### src/rtl/gpu_barrier_ctrl_if.sv
// ---------------------------------------------------------------------------
// gpu_barrier_ctrl_if
// Handshake bundle between the GPU control unit, the barrier controller and
// the warp scheduler.
//   req_*  : barrier arrival channel (control unit -> barrier controller)
//            req_valid, req_wid, req_bar_id, req_count, req_ready (back)
//   rel_*  : release event channel (barrier controller -> warp scheduler)
//            rel_valid, rel_bar_id, rel_mask, rel_ready (back)
// Modports:
//   master : the requester / release consumer side
//   slave  : the barrier controller side
// ---------------------------------------------------------------------------
interface gpu_barrier_ctrl_if #(
   parameter int NUM_WARPS    = 4,
   parameter int NUM_BARRIERS = 4
);
   localparam int NW_BITS = $clog2(NUM_WARPS);
   localparam int NB_BITS = (NUM_BARRIERS > 1) ? $clog2(NUM_BARRIERS) : 1;

   logic                 req_valid;
   logic [NW_BITS-1:0]   req_wid;
   logic [NB_BITS-1:0]   req_bar_id;
   logic [NW_BITS:0]     req_count;
   logic                 req_ready;

   logic                 rel_valid;
   logic [NB_BITS-1:0]   rel_bar_id;
   logic [NUM_WARPS-1:0] rel_mask;
   logic                 rel_ready;

   modport master (
      output req_valid, req_wid, req_bar_id, req_count, rel_ready,
      input  req_ready, rel_valid, rel_bar_id, rel_mask
   );

   modport slave (
      input  req_valid, req_wid, req_bar_id, req_count, rel_ready,
      output req_ready, rel_valid, rel_bar_id, rel_mask
   );
endinterface

### src/rtl/gpu_barrier_ctrl.sv
// ---------------------------------------------------------------------------
// gpu_barrier_ctrl
// Warp barrier scheduler. Collects barrier arrivals per barrier table entry,
// keeps arrived warps stalled and, once the expected number of warps has
// arrived, emits one release event carrying the mask of warps to resume.
// Ports:
//   clk        : clock, all state updates on the rising edge
//   reset      : asynchronous active-low reset
//   bus        : slave side of gpu_barrier_ctrl_if (req_* in, rel_* out)
//   stall_mask : warps currently blocked at any barrier (incl. pending release)
//   dup_err    : one-cycle pulse, accepted request from an already waiting warp
// ---------------------------------------------------------------------------
module gpu_barrier_ctrl #(
   parameter int NUM_WARPS    = 4,
   parameter int NUM_BARRIERS = 4
) (
   input  logic                 clk,
   input  logic                 reset,
   gpu_barrier_ctrl_if.slave    bus,
   output logic [NUM_WARPS-1:0] stall_mask,
   output logic                 dup_err
);
   localparam int NW_BITS = $clog2(NUM_WARPS);
   localparam int NB_BITS = (NUM_BARRIERS > 1) ? $clog2(NUM_BARRIERS) : 1;
   localparam int CW      = NW_BITS + 1;

   typedef logic [CW-1:0]        cnt_t;
   typedef logic [NUM_WARPS-1:0] mask_t;
   typedef logic [NB_BITS-1:0]   bar_t;

   // barrier table
   logic  active_q   [NUM_BARRIERS];
   logic  active_d   [NUM_BARRIERS];
   cnt_t  expected_q [NUM_BARRIERS];
   cnt_t  expected_d [NUM_BARRIERS];
   cnt_t  arrived_q  [NUM_BARRIERS];
   cnt_t  arrived_d  [NUM_BARRIERS];
   mask_t wmask_q    [NUM_BARRIERS];
   mask_t wmask_d    [NUM_BARRIERS];

   // single-entry release register
   logic  rel_valid_q, rel_valid_d;
   bar_t  rel_bar_id_q, rel_bar_id_d;
   mask_t rel_mask_q, rel_mask_d;
   logic  dup_err_q, dup_err_d;

   logic  req_ready_w;
   logic  accept;
   cnt_t  eff;
   mask_t wbit;
   bar_t  idx;

   // A zero count still means "this warp alone"; more than NUM_WARPS can
   // never be satisfied, so it is clamped to all warps.
   function automatic cnt_t norm_count(input cnt_t c);
      if (c == '0)
         return CW'(1);
      else if (c > CW'(NUM_WARPS))
         return CW'(NUM_WARPS);
      else
         return c;
   endfunction

   always_comb begin
      active_d     = active_q;
      expected_d   = expected_q;
      arrived_d    = arrived_q;
      wmask_d      = wmask_q;
      rel_valid_d  = rel_valid_q;
      rel_bar_id_d = rel_bar_id_q;
      rel_mask_d   = rel_mask_q;
      dup_err_d    = 1'b0;

      // A new release may load in the same cycle the old one drains.
      req_ready_w = !rel_valid_q || bus.rel_ready;
      accept      = bus.req_valid && req_ready_w;
      eff         = norm_count(bus.req_count);
      idx         = bus.req_bar_id;
      wbit        = '0;
      wbit[bus.req_wid] = 1'b1;

      if (rel_valid_q && bus.rel_ready) begin
         rel_valid_d  = 1'b0;
         rel_bar_id_d = '0;
         rel_mask_d   = '0;
      end

      if (accept) begin
         if (!active_q[idx]) begin
            if (eff == CW'(1)) begin
               // single-warp barrier releases immediately, entry stays idle
               rel_valid_d  = 1'b1;
               rel_bar_id_d = idx;
               rel_mask_d   = wbit;
            end else begin
               active_d[idx]   = 1'b1;
               expected_d[idx] = eff;
               arrived_d[idx]  = CW'(1);
               wmask_d[idx]    = wbit;
            end
         end else if ((wmask_q[idx] & wbit) != '0) begin
            dup_err_d = 1'b1;
         end else if (arrived_q[idx] + CW'(1) == expected_q[idx]) begin
            rel_valid_d    = 1'b1;
            rel_bar_id_d   = idx;
            rel_mask_d     = wmask_q[idx] | wbit;
            active_d[idx]  = 1'b0;
            arrived_d[idx] = '0;
            wmask_d[idx]   = '0;
         end else begin
            // later arrivals ignore req_count; the first arrival's count wins
            arrived_d[idx] = arrived_q[idx] + CW'(1);
            wmask_d[idx]   = wmask_q[idx] | wbit;
         end
      end
   end

   always_ff @(posedge clk or negedge reset) begin
      if (!reset) begin
         for (int b = 0; b < NUM_BARRIERS; b++) begin
            active_q[b]   <= 1'b0;
            expected_q[b] <= '0;
            arrived_q[b]  <= '0;
            wmask_q[b]    <= '0;
         end
         rel_valid_q  <= 1'b0;
         rel_bar_id_q <= '0;
         rel_mask_q   <= '0;
         dup_err_q    <= 1'b0;
      end else begin
         active_q     <= active_d;
         expected_q   <= expected_d;
         arrived_q    <= arrived_d;
         wmask_q      <= wmask_d;
         rel_valid_q  <= rel_valid_d;
         rel_bar_id_q <= rel_bar_id_d;
         rel_mask_q   <= rel_mask_d;
         dup_err_q    <= dup_err_d;
      end
   end

   // Released warps remain stalled until the scheduler takes the event.
   always_comb begin
      stall_mask = '0;
      for (int b = 0; b < NUM_BARRIERS; b++)
         stall_mask = stall_mask | wmask_q[b];
      if (rel_valid_q)
         stall_mask = stall_mask | rel_mask_q;
   end

   assign bus.req_ready  = req_ready_w;
   assign bus.rel_valid  = rel_valid_q;
   assign bus.rel_bar_id = rel_bar_id_q;
   assign bus.rel_mask   = rel_mask_q;
   assign dup_err        = dup_err_q;

endmodule

### src/flat_wrapper.sv
// flat-port wrapper written by rule: the top's interface ports become plain ports
module gpu_barrier_ctrl_flat 
#(
   parameter int NUM_WARPS    = 4,
   parameter int NUM_BARRIERS = 4
)
  (clk, reset, stall_mask, dup_err, bus_req_valid, bus_req_wid, bus_req_bar_id, bus_req_count, bus_rel_ready, bus_req_ready, bus_rel_valid, bus_rel_bar_id, bus_rel_mask);
  gpu_barrier_ctrl_if #(.NUM_WARPS(NUM_WARPS), .NUM_BARRIERS(NUM_BARRIERS)) bus_i ();
  input  logic clk;
  input  logic reset;
  output logic [NUM_WARPS-1:0] stall_mask;
  output logic dup_err;
  input wire logic [$bits(bus_i.req_valid)-1:0] bus_req_valid;
  input wire logic [$bits(bus_i.req_wid)-1:0] bus_req_wid;
  input wire logic [$bits(bus_i.req_bar_id)-1:0] bus_req_bar_id;
  input wire logic [$bits(bus_i.req_count)-1:0] bus_req_count;
  input wire logic [$bits(bus_i.rel_ready)-1:0] bus_rel_ready;
  output wire logic [$bits(bus_i.req_ready)-1:0] bus_req_ready;
  output wire logic [$bits(bus_i.rel_valid)-1:0] bus_rel_valid;
  output wire logic [$bits(bus_i.rel_bar_id)-1:0] bus_rel_bar_id;
  output wire logic [$bits(bus_i.rel_mask)-1:0] bus_rel_mask;
  assign bus_i.req_valid = bus_req_valid;
  assign bus_i.req_wid = bus_req_wid;
  assign bus_i.req_bar_id = bus_req_bar_id;
  assign bus_i.req_count = bus_req_count;
  assign bus_i.rel_ready = bus_rel_ready;
  assign bus_req_ready = bus_i.req_ready;
  assign bus_rel_valid = bus_i.rel_valid;
  assign bus_rel_bar_id = bus_i.rel_bar_id;
  assign bus_rel_mask = bus_i.rel_mask;
  gpu_barrier_ctrl #(.NUM_WARPS(NUM_WARPS), .NUM_BARRIERS(NUM_BARRIERS)) u_core (.clk(clk), .reset(reset), .bus(bus_i), .stall_mask(stall_mask), .dup_err(dup_err));
endmodule
### config.mk
export PLATFORM = sky130hd
export DESIGN_NAME = gpu_barrier_ctrl_flat
export DESIGN_NICKNAME = d
export VERILOG_FILES = /design/src/rtl/gpu_barrier_ctrl_if.sv /design/src/rtl/gpu_barrier_ctrl.sv /design/src/flat_wrapper.sv
export SDC_FILE = /design/constraint.sdc
export NUM_CORES = 1
export LEC_CHECK = 0
export CAP_MARGIN = 40
export CORE_MARGIN = 8
export CORE_UTILIZATION = 54
export CTS_BUF_LIST = sky130_fd_sc_hd__clkbuf_2
export CTS_CLUSTER_DIAMETER = 50
export DETAILED_ROUTE_END_ITERATION = 12
export GPL_ROUTABILITY_DRIVEN = 0
export PLACE_DENSITY = 0.78
export SYNTH_ARGS = -nofsm -noshare
export SYNTH_HDL_FRONTEND = slang
export SYNTH_SLANG_ARGS = --single-unit
### constraint.sdc
create_clock -name clk -period 2.55 [get_ports clk]
set_input_delay 0.765 -clock clk [delete_from_list [all_inputs] [get_ports clk]]
set_output_delay 0.765 -clock clk [all_outputs]
set_load 0.02 [all_outputs]
==> flow_summary.yaml <==
status:
  violations: "negative setup slack"
  status: "complete, but fails checks"
clock_network:
  clk_pin_slew_ps: 260
  clock_path_buffers: 2
  insertion_delay_ps: 450
  cts_buffers: 5
  clockRootBuffer: "clkbuf_2"
  cts_hold_buffers: 0
  cts_tree: "built"
  numClockSinks: 52
  htree_levels: 2
synthesis:
  ys_warn_count: 0
  synth_compound_area_share_pct: 9.49
  avgSynthCellArea_um2: 11.3
  synth_mux_area_share_pct: 27.5
  seq_area_frac_synth_pct: 44.3
  synthCells: 261
  synth_nets: 273
  syn_area_um2: 2940
  synth_fa_ha_area_share_pct: 0.426
  ys.flop_type: "dfrtp_1"
  synth_edf_count: 0
  yosys.area_share.simple_pct: 14.2
  ys_types: 40
  async_flop_share_pct: 100
  synth_top_family_by_area: "multiplexers"
  synth-xor-area-share_pct: 1.19
  synth-seq-cells: 52
detailed_routing:
  wire_per_inst_um: 19.2
  drtIter0Drc: 106
  finalWirelength_um: 7890
  dr.pass1.iters: 4
  drc: 0
  ant_nets: 0
  via_count: 2420
  vias_per_cell: 5.87
timing:
  fin_ws_ps: -54.8
  rsz0062_at_grt: "yes"
  finClkSkew_ps: 35.4
  tns_ps: -183
  worst_pin_slew_ps: 510
  period_needed_ps: 2600
  timing.final.max_slew_violations: 0
  finalSetupViolations: 9
  max_clock_freq_ghz: 0.384
  hold_viol: 0
  relSlewSlack_pct: 66.0
  worst_hold_slack_ps: 237
  finalCritPeriodShare_pct: 102
global_route:
  grt_max_degree: 32
  antenna_found_initial: 0
  grt_pass1_wl_um: 13000
  grt_use_total_pct: 19.6
  grt_overflow: 0
  grt_pass1_vias: 2619
floorplanning:
  ioPinCount: 24
  core_um2: 5370
  die_w_um: 89.8
  fp.dieH_um: 89.8
  rows: 27
  die_area_um2: 8060
  initial_core_util_pct: 54.7
placement:
  portBuffers: 23
  dp_hpwl_um: 5660
critical_path:
  path_cells: "dlygate4sd2_1 > mux4_2 > mux2i_2 > mux2i_2 > a211o_1 > buf_12 > nor2_4 > buf_6 > mux2_4"
  end_kind: "flop"
  required_ps: 2900
  crit_type: "input port to flop"
  crit_slowest_cell: "a211o_1"
  arrival_ps: 2950
  cpMostUsedCell: "mux2i_2"
  crit_path_max_incr_delay_ps: 400
  startpoint_type: "input port"
  cp_max_fo: 5
power:
  irDropWorstVdd_v: 0.000584
  leakagePower_uw: 0.00178
  power.density_nw_per_um2: 1190
layout:
  fin_nets: 351
  final_layout_size_suffix_gt1_share_pct: 42.1
  utilization_pct: 75.1
  area_delta_synth_final_pct: 37.2
  insertedDiodeCount: 0
min_path:
  hp-class: "input port to asynchronous set/reset pin"
flow_run:
  drv_cap: 0
-- final cells by class --
class | count | area (um^2)
Timing Repair Buffer | 84 | 744
Sequential cell | 52 | 1300
Multi-Input combinational cell | 188 | 1800
Tap cell | 72 | 90.1
Clock buffer | 5 | 25.0
Clock inverter | 3 | 42.5
Fill cell | 349 | 1340
Inverter | 8 | 30.0
-- through the flow --
stage / area [um^2] / worst slack (ps) / power, uW / instances
after floorplan: 3160 / -338 / 3140 / 261
after global placement: 3730 / -1020 / 3970 / 387
after detailed placement: 3730 / -1050 / 4080 / 387
after CTS: 3940 / 0.899 / 4590 / 410
after global routing: 4030 / -102 / 5060 / 412
final: 4030 / -54.8 / 4790 / 412
-- layer usage --
layer	share of wire (%)	global-route usage, %	vias to the layer above	routed length (um)
met1	40	22.7	1219	3150
met4	2.4	7.62	0	191
li1	-	-	1112	-
met2	53	34.8	70	4180
met5	0	0	-	0
met3	4.7	3.57	19	373
-- placed cells by master (no fill, tap or decap), types with 11 or more instances in the layout --
master | Yosys | routed
a21oi_1 | 15 | 15
buf_4 | 1 | 50
clkdlybuf4s50_1 | 0 | 14
dfrtp_1 | 52 | 52
mux2_2 | 33 | 11
mux2_4 | 0 | 22
mux4_2 | 15 | 15
nand2_1 | 23 | 22
nor2_1 | 15 | 14
-- kinds of logic after synthesis --
group / count (synthesis)
mux: 58
flops: 52
xor+xnor: 4
simple gates: 79
fa+ha+maj: 1
compound gates: 46
buf+inv: 21
-- report_power, final --
part | internal (uW) | leakage [uW] | switching (uW)
sequential | 1180 | 0.000647 | 266
combinational | 1550 | 0.00109 | 1350
clock | 165 | 0.0000406 | 273
total | 2900 | 0.00178 | 1890
-- sequential cells by signal (all words and copies together) (netlist names), named ones only --
name / flops
u_core.bus.rel_mask: 4
u_core.bus.rel_valid: 1
u_core.bus.rel_bar_id: 2
u_core.dup_err: 1
u_core.arrived_q: 12
u_core.expected_q: 12
u_core.wmask_q: 16
-- cell usage after synthesis, drive strengths merged (2+ instances only) --
cell	count	area, um^2
dfrtp	52	1300
mux2	33	372
nand2	23	86.3
nor2	18	75.1
a21oi	15	75.1
mux4	15	338
mux2i	10	100
o22ai	9	56.3
inv	8	30.0
o21ai	8	40.0
clkbuf	7	26.3
nand2b	7	43.8
and2	6	37.5
buf	6	30.0
a31oi	5	31.3
nor3	5	41.3
nor4	5	31.3
nor2b	4	25.0
or3	4	25.0
xnor2	3	26.3
and3	2	12.5
o21bai	2	15.0
o31ai	2	15.0
or2	2	12.5
-- path summary, 6_finish.rpt --
kind | start | to | slack (ps) | cells after the start
worst min register to register | u_core.expected_q[11] | u_core.expected_q[11] | 540 | 1
worst min-delay path | reset | u_core.dup_err | 240 | 1
min in group clk | u_core.expected_q[11] | u_core.expected_q[11] | 540 | 1
max in group asynchronous | reset | u_core.arrived_q[5] | 1760 | 2
worst max-delay path | bus_req_wid[0] | u_core.arrived_q[5] | -50 | 9
worst max register to register | u_core.wmask_q[1] | u_core.arrived_q[5] | -50 | 8
-- repair_timing --
item	in CTS	in global routing
setup buffers	15	3
endpoints found under the setup margin	54	35
pin swaps	5	6
resized for setup	22	20
-- worst max-delay path: cells and delay by family --
family	cells	cell delay [ps]
buf+inv	3	620
mux	4	980
compound gates	1	400
simple gates	1	180
Note: power is estimated with default switching activity, not from simulation.
